File: src/rtl/desequenciador_pkg.sv
// Shared definitions for the desequenciador serial frame receiver:
// frame geometry, field positions inside the data shift register and the FSM states.
package desequenciador_pkg;

  localparam int FRAME_BITS = 12;
  localparam int DATA_BITS  = 11;

  // Data shift register holds line bits 2..12; the first data bit ends up in the MSB.
  localparam int C_MSB     = 10;
  localparam int C_LSB     = 7;
  localparam int B_MSB     = 6;
  localparam int B_LSB     = 3;
  localparam int BP_POS    = 2;
  localparam int STOP1_POS = 1;
  localparam int STOP2_POS = 0;

  typedef enum logic [1:0] {
    ST_IDLE  = 2'd0,
    ST_START = 2'd1,
    ST_DATA  = 2'd2,
    ST_TAIL  = 2'd3
  } state_t;

  typedef struct packed {
    logic [3:0] c;
    logic [3:0] b;
    logic       bp;
    logic       cod;
  } frame_t;

  // The duplicated stop field carries ~COD twice; both copies must agree.
  function automatic logic stop_ok(input logic [DATA_BITS-1:0] data);
    return data[STOP1_POS] == data[STOP2_POS];
  endfunction

  function automatic frame_t decode(input logic [DATA_BITS-1:0] data);
    frame_t f;
    f.c   = data[C_MSB:C_LSB];
    f.b   = data[B_MSB:B_LSB];
    f.bp  = data[BP_POS];
    f.cod = ~data[STOP1_POS];
    return f;
  endfunction

endpackage

File: src/rtl/desequenciador_sincronizador.sv
// Two-flop synchroniser for the serial line when the source is not clk-synchronous.
// Used by desequenciador only when DESEQ_SYNC_EN is defined.
module desequenciador_sincronizador (
  input  logic clk,
  input  logic rst,
  input  logic d,
  output logic q
);

  logic meta_r;
  logic sync_r;

  // Two-stage resynchronisation chain, cleared by the synchronous reset.
  always_ff @(posedge clk) begin
    if (rst) begin
      meta_r <= 1'b0;
      sync_r <= 1'b0;
    end else begin
      meta_r <= d;
      sync_r <= meta_r;
    end
  end

  assign q = sync_r;

endmodule

File: src/rtl/desequenciador.sv
// Serial frame receiver: start detection, mid-bit sampling of 11 bits, stop-field check
// and parallel presentation with VAL/ERR strobes. DESEQ_SYNC_EN adds a two-flop input synchroniser.
module desequenciador
  import desequenciador_pkg::*;
#(
  parameter int OVS = 1
) (
  input  logic       clk,
  input  logic       rst,
  input  logic       SI,
  input  logic       HAB,
  output logic [3:0] C,
  output logic [3:0] B,
  output logic       BP,
  output logic       COD,
  output logic       VAL,
  output logic       ERR
);

  localparam int MID      = (OVS - 1) / 2;
  localparam int TAIL_LEN = OVS - 1 - MID;

  localparam logic [3:0] OVS_M1   = 4'(OVS - 1);
  localparam logic [3:0] MID_M1   = 4'(MID - 1);
  localparam logic [3:0] TAIL_M1  = 4'(TAIL_LEN - 1);
  localparam logic [3:0] LAST_BIT = 4'(DATA_BITS - 1);

  logic                 si_s;
  state_t               state_r;
  logic [3:0]           cnt_r;
  logic [3:0]           bit_cnt_r;
  logic [DATA_BITS-1:0] shift_r;
  logic [DATA_BITS-1:0] frame_s;
  logic                 tick_s;
  frame_t               dec_s;

`ifdef DESEQ_SYNC_EN
  desequenciador_sincronizador u_sincronizador (
    .clk (clk),
    .rst (rst),
    .d   (SI),
    .q   (si_s)
  );
`else
  assign si_s = SI;
`endif

  // Next shift-register image including the bit being sampled now, and the bit-period tick.
  always_comb begin
    frame_s = {shift_r[DATA_BITS-2:0], si_s};
    dec_s   = decode(frame_s);
    if (cnt_r == OVS_M1) begin
      tick_s = 1'b1;
    end else begin
      tick_s = 1'b0;
    end
  end

  // Receive FSM with registered frame outputs and single-cycle strobes.
  always_ff @(posedge clk) begin
    if (rst) begin
      state_r   <= ST_IDLE;
      cnt_r     <= 4'd0;
      bit_cnt_r <= 4'd0;
      shift_r   <= '0;
      C         <= 4'd0;
      B         <= 4'd0;
      BP        <= 1'b0;
      COD       <= 1'b0;
      VAL       <= 1'b0;
      ERR       <= 1'b0;
    end else begin
      VAL <= 1'b0;
      ERR <= 1'b0;
      if (!HAB) begin
        state_r   <= ST_IDLE;
        cnt_r     <= 4'd0;
        bit_cnt_r <= 4'd0;
      end else begin
        case (state_r)
          ST_IDLE: begin
            if (si_s) begin
              cnt_r     <= 4'd0;
              bit_cnt_r <= 4'd0;
              shift_r   <= '0;
              // With no half-bit delay the detecting sample already confirms the start bit.
              state_r   <= (MID == 0) ? ST_DATA : ST_START;
            end
          end

          ST_START: begin
            if (cnt_r == MID_M1) begin
              cnt_r   <= 4'd0;
              state_r <= si_s ? ST_DATA : ST_IDLE;
            end else begin
              cnt_r <= cnt_r + 4'd1;
            end
          end

          ST_DATA: begin
            if (tick_s) begin
              cnt_r     <= 4'd0;
              shift_r   <= frame_s;
              bit_cnt_r <= bit_cnt_r + 4'd1;
              if (bit_cnt_r == LAST_BIT) begin
                bit_cnt_r <= 4'd0;
                if (stop_ok(frame_s)) begin
                  C   <= dec_s.c;
                  B   <= dec_s.b;
                  BP  <= dec_s.bp;
                  COD <= dec_s.cod;
                  VAL <= 1'b1;
                end else begin
                  ERR <= 1'b1;
                end
                state_r <= (TAIL_LEN == 0) ? ST_IDLE : ST_TAIL;
              end
            end else begin
              cnt_r <= cnt_r + 4'd1;
            end
          end

          ST_TAIL: begin
            // Run out the remainder of the last bit so the next start edge is seen cleanly.
            if (cnt_r == TAIL_M1) begin
              cnt_r   <= 4'd0;
              state_r <= ST_IDLE;
            end else begin
              cnt_r <= cnt_r + 4'd1;
            end
          end

          default: begin
            state_r   <= ST_IDLE;
            cnt_r     <= 4'd0;
            bit_cnt_r <= 4'd0;
          end
        endcase
      end
    end
  end

endmodule

File: config.mk
export PLATFORM = sky130hd
export DESIGN_NAME = desequenciador
export DESIGN_NICKNAME = d
export VERILOG_FILES = /design/src/rtl/desequenciador_pkg.sv /design/src/rtl/desequenciador_sincronizador.sv /design/src/rtl/desequenciador.sv
export SDC_FILE = /design/constraint.sdc
export NUM_CORES = 1
export LEC_CHECK = 0
export BUFFER_PORTS_ARGS = -buffer_cell sky130_fd_sc_hd__buf_4
export CELL_PAD_IN_SITES_DETAIL_PLACEMENT = 2
export CELL_PAD_IN_SITES_GLOBAL_PLACEMENT = 2
export CORE_UTILIZATION = 35
export CTS_CLUSTER_SIZE = 30
export DETAILED_ROUTE_END_ITERATION = 10
export PLACE_DENSITY_LB_ADDON = 0.1
export SYNTH_ARGS = -nofsm -noshare
export SYNTH_HDL_FRONTEND = slang
export SYNTH_SLANG_ARGS = --single-unit
File: constraint.sdc
create_clock -name clk -period 2.1 [get_ports clk]
set_input_delay 0.21 -clock clk [delete_from_list [all_inputs] [get_ports clk]]
set_output_delay 0.21 -clock clk [all_outputs]
set_load 0.02 [all_outputs]
==> results_dict.tcl <==
set metrics [dict create \
    status "complete, no violations" \
    ys_seq_area_frac 0.421 \
    drive_above_1_share 0.151 \
    finalCritPeriodShare 0.848 \
    avgSynthCellArea_um2 8.88 \
    synth_edf_count 0 \
    async_reset_ff_frac 0 \
    syn-cell-area_um2 1470 \
    cts_tree "done" \
    hp-class "in -> reg" \
    clkTransAtPathRegs_ns 0.07 \
    finalClockSkew_ns 0.00696 \
    critPathSlowestCell "or3b_1" \
    finalCriticalPeriod_ns 1.78 \
    path_cells "inv_1 > ha_1 > or3b_1 > buf_4 > o41ai_1 > a21oi_1" \
    internal_power_uw 833 \
    cts_hold_buf 0 \
    yosys.area.top_type "dfxtp_1" \
    fillers 461 \
    synth_nets 174 \
    clock_path_buffers 2 \
    p_per_area_nw_per_um2 652 \
    vias 1414 \
    first_global_vias 1496 \
    avgViaCountPerCell 6.17 \
    clock_power_share 0.390 \
    port_buffers 15 \
    clock_latency_ns 0.28 \
    core_area_um2 4030 \
    tightestPinTransition_ns 0.863 \
    synth_top_area_share 0.421 \
    maxCapViolations 0 \
    synth_common_cells "dfxtp_1, a21oi_1, nand3_1" \
    cts_root_buffer "clkbuf_8" \
    start_util 0.366 \
    place.gp.congestion 0.743 \
    worstSetupEndpointType "flip-flop" \
    hpwl_um 3380 \
    ys.flop_type "dfxtp_1" \
    path_delay_family "compound AO/OA/AOI/OAI gates" \
    p_total_uw 1110 \
    start_kind "flip-flop" \
    post-cts-setup-buffers 0 \
    critPathMaxStageDelay_ns 0.38 \
    crit_required_ns 2.25 \
    synth_cell_types 38 \
    postLayoutCellArea_um2 1710 \
    grt_max_degree 24 \
    cellLeakagePower_uw 0.000585 \
    htreeDepth 2 \
    synth-seq-cells 31 \
    rows 23 \
    detail-route-antenna-nets 0 \
    p_switching_uw 282 \
    worstPathArrival_ns 1.93 \
    drt-wirelength-per-cell_um 20.9 \
    die_x_um 66.9 \
    path_class "reg -> reg" \
    setup_viol 0 \
    placed_area_um2 1640 \
    rsz0062_at_grt "false" \
    synthToLayoutAreaGrowth_pct 16.0 \
    yosysMostFrequentCell "dfxtp_1" \
    slew_headroom 0.421 \
    maxSlewViolCount 0 \
    fmax_ghz 0.562 \
    nNetsFinal 188 \
    ios 16 \
    first_pass_iters 4 \
    cts.sinks 31 \
    drt_iter0_markers 113 \
    die_area_um2 4470 \
    ir_drop_v 0.000333 \
    swShare 0.253 \
    grtUsageTotal 0.244 \
    synthCells 166 \
    cts_resized 0 \
    antenna_found_initial 0 \
    overflow 0 \
    ys_top_cells_by_area "dfxtp_1, a21oi_1, a32oi_1, o41ai_1, nand4_1" \
    finalSetupTns_ns 0 \
    routed_wl_um 4800 \
    path_buf_inv 2 \
    route.detailed.drc 0 \
    yosys_warnings 0 \
    die_h_um 66.9 \
    combPwrFrac 0.076 \
    timing_hold_violations_final 0 \
    tritoncts.num_buffers 5 \
    seqPwrFrac 0.534 \
    grt_pass1_wl_um 7940 \
    diodes 0 \
    path_max_fanout 11 \
]
==> final timing paths <==
| check | from | to | slack (ns) | cells past startpoint |
|---|---|---|---|---|
| worst min register to register | C[3] | C[3] | 0.47 | 2 |
| worst max register to register | cnt_r[0] | C[0] | 0.32 | 6 |
| worst max-delay path | cnt_r[0] | C[0] | 0.32 | 6 |
| worst min-delay path | rst | B[0] | 0.28 | 2 |
==> layout make-up <==
class,count,area [um^2],share of cell area
clock buffers,6,72.6,0.0424
inverters,7,26.3,0.0154
multi-input cells,114,771,0.451
flip-flops and latches,31,621,0.363
well taps,50,62.6,0.0366
repair buffers,21,158,0.0922
==> cell families after synthesis <==
logic type      after synthesis  share of synthesized area
compound gates               53                      0.249
simple gates                 53                      0.216
flops                        31                      0.421
buf+inv                      21                     0.0560
fa+ha+maj                     4                     0.0340
xor+xnor                      3                     0.0178
mux                           1                    0.00679
==> worst reg2reg max path: cells and delay by family, from the launching register on <==
kind,cells,cell delay (ns)
AO/OA/AOI/OAI,2,0.43
AND/OR/NAND/NOR,1,0.38
flip-flops,1,0.34
buffers and inverters,2,0.29
adder cells (fa/ha/maj),1,0.22
==> per-layer routing <==
| metal | routed length [um] | global-route usage | vias to the layer above |
|---|---|---|---|
| met1 | 2330 | 0.337 | 716 |
| met4 | 51 | 0.0878 | 0 |
| met2 | 2210 | 0.360 | 22 |
| met5 | 0 | 0 | - |
| li1 | - | - | 670 |
| met3 | 199 | 0.0634 | 6 |
==> power by group through the flow <==
stage / Combinational (uW) / Sequential, uW / Clock [uW]
final: 84.7 / 596 / 434
after global routing: 92.2 / 596 / 477
after CTS: 84.1 / 596 / 449
after detailed placement: 83.5 / 609 / 0
after global placement: 79.4 / 608 / 0
after floorplan: 52.8 / 606 / 0
==> through the flow <==
step | cells | hold slack [ns] | util | setup WS [ns]
final | 229 | 0.285 | 0.425 | 0.320
after global routing | 229 | 0.295 | 0.425 | 0.211
after CTS | 229 | 0.283 | 0.425 | 0.315
after detailed placement | 223 | 0.461 | 0.407 | 0.326
after global placement | 223 | 0.449 | 0.407 | 0.425
after floorplan | 166 | 0.313 | - | 0.504
==> registers in the layout, summed over array words and instances, names as in the netlist <==
signal / count
VAL: 1
ERR: 1
C: 4
bit_cnt_r: 4
BP: 1
state_r: 1
COD: 1
B: 4
cnt_r: 4
shift_r: 10
==> cell usage in the layout, fill, tap and decap left out, types with 2 or more instances in the layout <==
master | Yosys | routed
dfxtp_1 | 31 | 31
nand2b_1 | 2 | 2
nor3_1 | 2 | 2
nand3b_1 | 3 | 3
o31ai_1 | 3 | 3
nand4_1 | 12 | 12
ha_1 | 4 | 4
and2_1 | 2 | 2
a31oi_1 | 2 | 2
o41ai_1 | 9 | 9
o21ai_0 | 2 | 2
a21boi_0 | 2 | 2
nor2_1 | 3 | 3
nor3b_1 | 3 | 3
nand3_1 | 14 | 14
clkbuf_8 | 0 | 5
xor2_1 | 2 | 2
buf_4 | 0 | 21
a21oi_1 | 21 | 21
a32oi_1 | 9 | 9
nand2_1 | 4 | 4
nor2b_1 | 2 | 2
inv_1 | 6 | 6
No activity file was read; power rests on OpenSTA's default activity.
